<file path="config.mk">
export PLATFORM = sky130hd
export DESIGN_NAME = remote_comm
export DESIGN_NICKNAME = d
export VERILOG_FILES = /design/src/rtl/remote_comm.sv
export SDC_FILE = /design/constraint.sdc
export NUM_CORES = 1
export LEC_CHECK = 0
export BUFFER_PORTS_ARGS = -buffer_cell sky130_fd_sc_hd__buf_4
export CAP_MARGIN = 5
export CORE_MARGIN = 1
export CORE_UTILIZATION = 32
export DETAILED_ROUTE_END_ITERATION = 6
export PLACE_DENSITY = 0.55
export SLEW_MARGIN = 5
export SYNTH_ARGS = -nofsm -noshare
export SYNTH_HDL_FRONTEND = slang
export SYNTH_SLANG_ARGS = --single-unit
</file>
<file path="constraint.sdc">
create_clock -name clk -period 6.1 [get_ports clk]
set_clock_uncertainty 0.2 [all_clocks]
set_input_delay 0.305 -clock clk [delete_from_list [all_inputs] [get_ports clk]]
set_output_delay 0.305 -clock clk [all_outputs]
set_load 0.1 [all_outputs]
</file>
<file path="src/rtl/remote_comm.sv">
// Command-side UART transceiver: sends a 16-bit command as two 8N1 frames
// (high byte first) and captures single-byte responses from the link.
module remote_comm #(
  parameter int BAUD_DIV = 2604
) (
  input  logic        clk,
  input  logic        RST_n,
  input  logic        send_cmd,
  input  logic [15:0] cmd,
  input  logic        RX,
  output logic        TX,
  output logic        cmd_sent,
  output logic        resp_rdy,
  output logic [7:0]  resp
);

  localparam logic [11:0] BIT_END  = 12'(BAUD_DIV - 1);
  localparam logic [11:0] HALF_END = 12'(BAUD_DIV / 2 - 1);

  typedef enum logic [1:0] {TX_IDLE, TX_HIGH, TX_LOW} tx_state_t;
  typedef enum logic [1:0] {RX_IDLE, RX_START, RX_DATA, RX_STOP} rx_state_t;

  tx_state_t   tx_state;
  logic [9:0]  tx_sr;
  logic [11:0] tx_baud;
  logic [3:0]  tx_bit;
  logic        armed;
  logic [7:0]  cmd_lo_hold;
  logic        accept;

  rx_state_t   rx_state;
  logic        rx_s1, rx_s2, rx_prev;
  logic [11:0] rx_baud;
  logic [3:0]  rx_bit;
  logic [7:0]  rx_sr;

  // A new command is taken only after send_cmd has been seen low since the last one.
  assign accept = (tx_state == TX_IDLE) && send_cmd && armed;

  // TX: line is the LSB of a frame shift register that back-fills with idle ones.
  assign TX = tx_sr[0];

  always_ff @(posedge clk or negedge RST_n) begin
    if (!RST_n) begin
      tx_state <= TX_IDLE;
      tx_sr    <= '1;
      tx_baud  <= '0;
      tx_bit   <= '0;
      armed    <= 1'b1;
      cmd_sent <= 1'b0;
    end else begin
      if (!send_cmd) armed <= 1'b1;
      case (tx_state)
        TX_IDLE: begin
          if (accept) begin
            armed    <= 1'b0;
            cmd_sent <= 1'b0;
            tx_sr    <= {1'b1, cmd[15:8], 1'b0};
            tx_baud  <= '0;
            tx_bit   <= '0;
            tx_state <= TX_HIGH;
          end
        end
        TX_HIGH, TX_LOW: begin
          if (tx_baud == BIT_END) begin
            tx_baud <= '0;
            if (tx_bit == 4'd9) begin
              tx_bit <= '0;
              if (tx_state == TX_HIGH) begin
                tx_sr    <= {1'b1, cmd_lo_hold, 1'b0};
                tx_state <= TX_LOW;
              end else begin
                tx_sr    <= '1;
                cmd_sent <= 1'b1;
                tx_state <= TX_IDLE;
              end
            end else begin
              tx_bit <= tx_bit + 4'd1;
              tx_sr  <= {1'b1, tx_sr[9:1]};
            end
          end else begin
            tx_baud <= tx_baud + 12'd1;
          end
        end
        default: tx_state <= TX_IDLE;
      endcase
    end
  end

  always_ff @(posedge clk) begin
    if (accept) cmd_lo_hold <= cmd[7:0];
  end

  // RX synchroniser; rx_prev gives a falling-edge detect on the synced line.
  always_ff @(posedge clk or negedge RST_n) begin
    if (!RST_n) begin
      rx_s1   <= 1'b1;
      rx_s2   <= 1'b1;
      rx_prev <= 1'b1;
    end else begin
      rx_s1   <= RX;
      rx_s2   <= rx_s1;
      rx_prev <= rx_s2;
    end
  end

  always_ff @(posedge clk or negedge RST_n) begin
    if (!RST_n) begin
      rx_state <= RX_IDLE;
      rx_baud  <= '0;
      rx_bit   <= '0;
      resp_rdy <= 1'b0;
      resp     <= 8'h00;
    end else begin
      case (rx_state)
        RX_IDLE: begin
          if (rx_prev && !rx_s2) begin
            resp_rdy <= 1'b0;
            rx_baud  <= '0;
            rx_state <= RX_START;
          end
        end
        RX_START: begin
          if (rx_baud == HALF_END) begin
            rx_baud  <= '0;
            rx_bit   <= '0;
            rx_state <= rx_s2 ? RX_IDLE : RX_DATA;
          end else begin
            rx_baud <= rx_baud + 12'd1;
          end
        end
        RX_DATA: begin
          if (rx_baud == BIT_END) begin
            rx_baud <= '0;
            if (rx_bit == 4'd7) rx_state <= RX_STOP;
            else                rx_bit   <= rx_bit + 4'd1;
          end else begin
            rx_baud <= rx_baud + 12'd1;
          end
        end
        RX_STOP: begin
          if (rx_baud == BIT_END) begin
            rx_baud  <= '0;
            rx_state <= RX_IDLE;
            // A low stop bit is a framing error: the byte is dropped.
            if (rx_s2) begin
              resp     <= rx_sr;
              resp_rdy <= 1'b1;
            end
          end else begin
            rx_baud <= rx_baud + 12'd1;
          end
        end
        default: rx_state <= RX_IDLE;
      endcase
    end
  end

  always_ff @(posedge clk) begin
    if (rx_state == RX_DATA && rx_baud == BIT_END) rx_sr <= {rx_s2, rx_sr[7:1]};
  end

endmodule

</file>
After elaboration in Yosys (flattened, before gate mapping):

Cells that the tools add are included.

* flip-flop bits (word level): 76
* input bits: 20
* output and inout port bits: 11

* add/subtract/negate cells: 4
* equal/unequal tests: 21
* muxes and demuxes: 44
* reductions and logical operators: 20

Operators by type and width (number)
* two-way mux 12 bit: 5
* one-hot mux 12 bit (3 select lines): 1
* two-way mux 10 bit: 3
* adder 12 x 1 -> 12 bit (second input constant): 2
* == test 12 bit (second input constant): 2
* two-way mux 4 bit: 6
* one-hot mux 12 bit (2 select lines): 1
* inequality test 2 bit (second input constant): 11
* two-way mux 2 bit: 10
* one-hot mux 10 bit (2 select lines): 1
* one-hot mux 4 bit (2 select lines): 2
* == test 12 x 11 -> 1 bit (second input constant): 1
* two-way mux 1 bit: 10
* AND reduction 5 bit: 2
* two-way mux 9 bit: 1
* AND reduction 3 bit: 3
* adder 4 x 1 -> 4 bit (second input constant): 2
* one-hot mux 2 bit (4 select lines): 1
* AND reduction 4 bit: 2
* == test 2 bit (second input constant): 3
* nonzero test 2 bit: 3
* == test 2 x 1 -> 1 bit (second input constant): 2
* == test 4 x 3 -> 1 bit (second input constant): 1
* == test 4 bit (second input constant): 1
* 7 further kinds: 13

Longest topological paths before layout:

* depth after elaboration: 5
* mapped depth: 9

Worst setup path before layout:

Ideal clock, no wire load.

* path kind: reg-to-reg
* from: register rx_baud[4]
* to: register rx_baud[10]
* library setup time: 138 ps
* arrival time: 2253 ps
* required time: 5762 ps
* setup slack: 3509 ps
* stages on the path, launching flop included: 10
* buffers on the path: 4
* path through: dfrtp_1 > buf_6 > or4b_1 > or4_1 > buf_2 > a22o_1 > buf_6 > buf_6 > a31oi_1 > a31oi_1

* cells in the longest elaborated chain, start to end: 3
* elaborated cells on any way between the ends: 6
* classes of those cells: add/sub: 1; eq/ne: 2; mux: 3

RTL lines
* start: declaration: line 33 `logic [11:0] rx_baud;`
* start signal: assignment: line 129 `rx_baud <= rx_baud + 12'd1;`
* start signal: assignment: line 138 `rx_baud <= rx_baud + 12'd1;`
* start signal: assignment: line 151 `rx_baud <= rx_baud + 12'd1;`
* adder 12 x 1 -> 12 bit (tied with other cells): line 129, 138, 151
* two-way mux 12 bit (on tied branches): line 133, 142, 124
* one-hot mux 12 bit (3 select lines) (*): line 115 `case (rx_state)`

Every way passes the cells marked *; elsewhere a longest branch is shown, timed or not.
A chain may end at the register's enable or synchronous reset.

Worst setup path after layout:

* from: register tx_state[0]
* to: register cmd_sent

* cells in the longest elaborated chain, start to end: 5
* elaborated cells on any way between the ends: 13
* classes of those cells: eq/ne: 6; mux: 1; reduce/logical: 6

RTL lines
* start: declaration: line 23 `tx_state_t tx_state;`
* start signal: assignment: line 45 `tx_state <= TX_IDLE;`
* start signal: assignment: line 61 `tx_state <= TX_HIGH;`
* start signal: assignment: line 71 `tx_state <= TX_LOW;`
* logical NOT 2 bit: line 38, 53
* logical AND 1 bit (2 in series): line 38 `assign accept = (tx_state == TX_IDLE) && send_cmd && armed;`
* inequality test 2 bit (no source line)
* AND reduction 5 bit (no source line)
* end signal: assignment: line 50 `cmd_sent <= 1'b0;`
* end signal: assignment: line 57 `cmd_sent <= 1'b0;`
* end signal: assignment: line 74 `cmd_sent <= 1'b1;`
* end: declaration: line 12 `output logic cmd_sent,`

Several ways; a longest one is shown, not always the timed one.

==> flow_metrics.py <==
metrics = {
    "worst_setup_path": {
        "reg2regPathDepth": 6,
        "timing.critical_path.from_type": "flop",
        "critical_path.endpoint": "cmd_sent",
        "worst_ep_arrival_time_ns": 3.02,
        "cp-end-kind": "flop",
        "path_class": "reg2reg",
        "r2r_end": "cmd_sent",
        "r2r_setup_slack_ns": 3.08,
        "cp-startpoint": "tx_state[0]",
        "worstPathRequired_ns": 6.11,
        "r2r_start": "tx_state[0]",
        "worst-path-max-fanout": 26,
    },
    "cells_and_area": {
        "drive_gt1_share_pct": 19.3,
        "fin_area_mm2": 0.00436,
        "regArea_mm2": 0.00197,
        "final_util_pct": 39.7,
        "num_antenna_cells": 0,
        "multi_input_area_mm2": 0.00155,
        "fillCellCount": 1070,
        "fin_cells": 534,
        "fin_nets": 419,
        "syn_to_final_growth_pct": 19.1,
    },
    "floorplanning": {
        "die_h_um": 109,
        "dieArea_mm2": 0.0119,
        "core-area_mm2": 0.0110,
        "start_util_pct": 33.4,
        "dieWidth_um": 109,
        "std_cell_rows": 38,
        "pin_count": 31,
    },
    "synth": {
        "async_flop_share_pct": 78.7,
        "seq_area_frac_synth_pct": 53.9,
        "syn_inst": 355,
        "synth_ff_type": "dfrtp_1",
        "ys.warnings.count": 0,
        "synthesis.nets": 385,
        "synthTopCellsByCount": "46 x dfrtp_1, 40 x nand2_1, 28 x o21ai_0",
        "synth_top_cell_area_share_pct": 31.4,
        "ys_ff_latch": 75,
        "yosys.area.top_type": "dfrtp_1",
        "avgSynthCellArea_um2": 10.3,
        "synth_edf_count": 16,
        "yosysUniqueCellTypes": 48,
        "yosysMostFrequentCell": "dfrtp_1",
        "syn_area_mm2": 0.00366,
        "synth.top_cells.by_area": "dfrtp_1 31%, edfxtp_1 13%, dfstp_2 9.3%",
    },
    "placed_design": {
        "place_inst": 507,
        "placed_area_mm2": 0.00398,
        "dp_hpwl_mm": 4.82,
        "gp_congestion": 0.721,
        "port_buffers": 30,
    },
    "sta": {
        "period_share_pct": 49.5,
        "hold_viol_final": 0,
        "final.setup.tns_ns": 0,
        "rsz0062_at_grt": "no",
        "relSlewSlack_pct": 26.2,
        "finalSetupViolations": 0,
        "fin_crit_ns": 3.02,
        "final_max_slew_viol_count": 0,
        "fmax_mhz": 331,
        "tightest_slew_ns": 1.11,
        "whs_ns": 0.0278,
    },
    "clock_tree": {
        "cts_hold_buffers": 11,
        "cts.path.max_buffers": 2,
        "htree_levels": 3,
        "clock_sinks": 75,
        "cts_tree": "done",
        "numCtsBuffers": 9,
        "path_clk_slew_ns": 0.06,
        "clock_latency_ns": 0.32,
        "cts_resized": 0,
        "cts_setup_buffers": 0,
        "root_buffer": "clkbuf_16",
    },
    "detailed_routing": {
        "drt_wl_total_mm": 7.11,
        "drt_iter0_drc": 183,
        "wl_per_cell_um": 13.3,
        "drc": 0,
        "viasPerCell": 5.07,
        "firstDrtPassIters": 6,
        "vias": 2705,
        "antenna_left": 0,
    },
    "hold_path": {
        "hp-start": "cmd[11]",
        "hold_class": "in2reg",
    },
    "global_route": {
        "use_met3_pct": 2.99,
        "grt_pass1_wl_mm": 12.4,
        "grt_use_total_pct": 13.4,
        "antenna_found_initial": 0,
        "busiest_layer": "met2",
        "grt_max_degree": 60,
        "grt_util_met2_pct": 20.8,
        "grtUsageMet1_pct": 18.1,
        "overflow": 0,
        "grt_pass1_vias": 2641,
    },
    "status": {
        "status": "finished clean",
    },
    "run": {
        "maxCapViolCount": 0,
    },
    "power": {
        "p_leak_nw": 1.81,
        "power_density_mw_per_mm2": 406,
        "ir_drop_v": 0.000242,
    },
}
-- routing by layer --
metal  wire length, um  up-vias
met5                 0        -
met4                88        0
li1                  -     1355
met1              3630     1303
met3               186        7
met2              3210       40
-- worst min path at each step --
stage,endpoint,slack [ns],cells after the start
floorplan,asynchronous set/reset pin,-0.19,0
global placement,rx_s2,0.15,0
detailed placement,rx_s2,0.15,0
CTS,tx_sr[2],0.02,3
global route,tx_sr[6],0.03,3
finish,tx_sr[4],0.03,3
-- per-stage QoR --
step / power [W] / setup slack, ns
2_1_floorplan: 0.00117 / 3.51
3_3_place_gp: 0.00129 / 3.13
3_5_place_dp: 0.00131 / 3.06
4_1_cts: 0.00180 / 3.06
5_1_grt: 0.00192 / 2.80
6_report: 0.00177 / 3.08
-- cell usage in the layout (no fill, tap or decap), drive strengths merged, types with 2 or more instances in the layout --
| master | synthesis | layout |
|---|---|---|
| a21oi | 9 | 9 |
| a31oi | 17 | 17 |
| a41oi | 3 | 3 |
| and2 | 3 | 3 |
| and3 | 5 | 5 |
| buf | 11 | 32 |
| clkbuf | 9 | 10 |
| clkinv | 0 | 4 |
| dfrtp | 46 | 46 |
| dfstp | 13 | 13 |
| dlygate4sd3 | 0 | 11 |
| edfxtp | 16 | 16 |
| ha | 10 | 10 |
| inv | 11 | 12 |
| mux2 | 10 | 10 |
| nand2 | 40 | 40 |
| nand2b | 13 | 13 |
| nand3 | 16 | 16 |
| nand3b | 10 | 10 |
| nand4 | 5 | 5 |
| nand4b | 2 | 2 |
| nor2 | 20 | 20 |
| nor2b | 6 | 6 |
| nor3 | 6 | 6 |
| nor4 | 2 | 2 |
| o211ai | 7 | 7 |
| o21ai | 30 | 30 |
| o31ai | 5 | 5 |
| o41ai | 2 | 2 |
| or2 | 3 | 3 |
| or3 | 2 | 2 |
| or3b | 2 | 2 |
| or4 | 3 | 3 |
| or4b | 2 | 2 |
| xnor2 | 2 | 2 |
| xor2 | 3 | 3 |
-- flip-flops by register name, indices dropped and copies added, names as in the netlist, named ones only --
name and flops:
armed 1, resp_rdy 1, resp 8, rx_state 1
rx_bit 4, rx_s1 1, rx_s2 1, tx_bit 4
tx_baud 12, cmd_sent 1, tx_sr 9, rx_baud 12
rx_prev 1, rx_sr 8, tx_state 2, cmd_lo_hold 8
-- critical path, stage by stage, from the launching register on --
cell and delay (ns):
dfrtp_1 0.38, inv_1 0.08, ha_1 0.59, a21oi_1 0.97, nand2b_1 0.42, nor3_1 0.09, o32a_1 0.17
-- final cells by class --
type                       count  area share (%)
inverter                      11           0.947
sequential                    75            45.2
timing repair buffer          43            8.03
clock buffer                  10            5.25
tap                          140            4.02
clock inverter                 6           0.918
multi-input combinational    249            35.6
-- cells by family after synthesis --
family | count (synthesis) | synth area share [%]
AO/OA/AOI/OAI | 80 | 13.5
XOR/XNOR | 5 | 1.20
adder cells (fa/ha/maj) | 10 | 3.42
buffers and inverters | 31 | 3.96
flip-flops | 75 | 53.9
multiplexers | 10 | 3.07
AND/OR/NAND/NOR | 144 | 21.0
-- report_power, final --
group / internal, W / switching, W / total (W) / leakage, nW
sequential: 0.000635 / 0.0000937 / 0.000729 / 0.892
combinational: 0.000229 / 0.000340 / 0.000569 / 0.787
clock: 0.000275 / 0.000199 / 0.000474 / 0.133
total: 0.00114 / 0.000633 / 0.00177 / 1.81
Power figures use the tool's default switching activity.
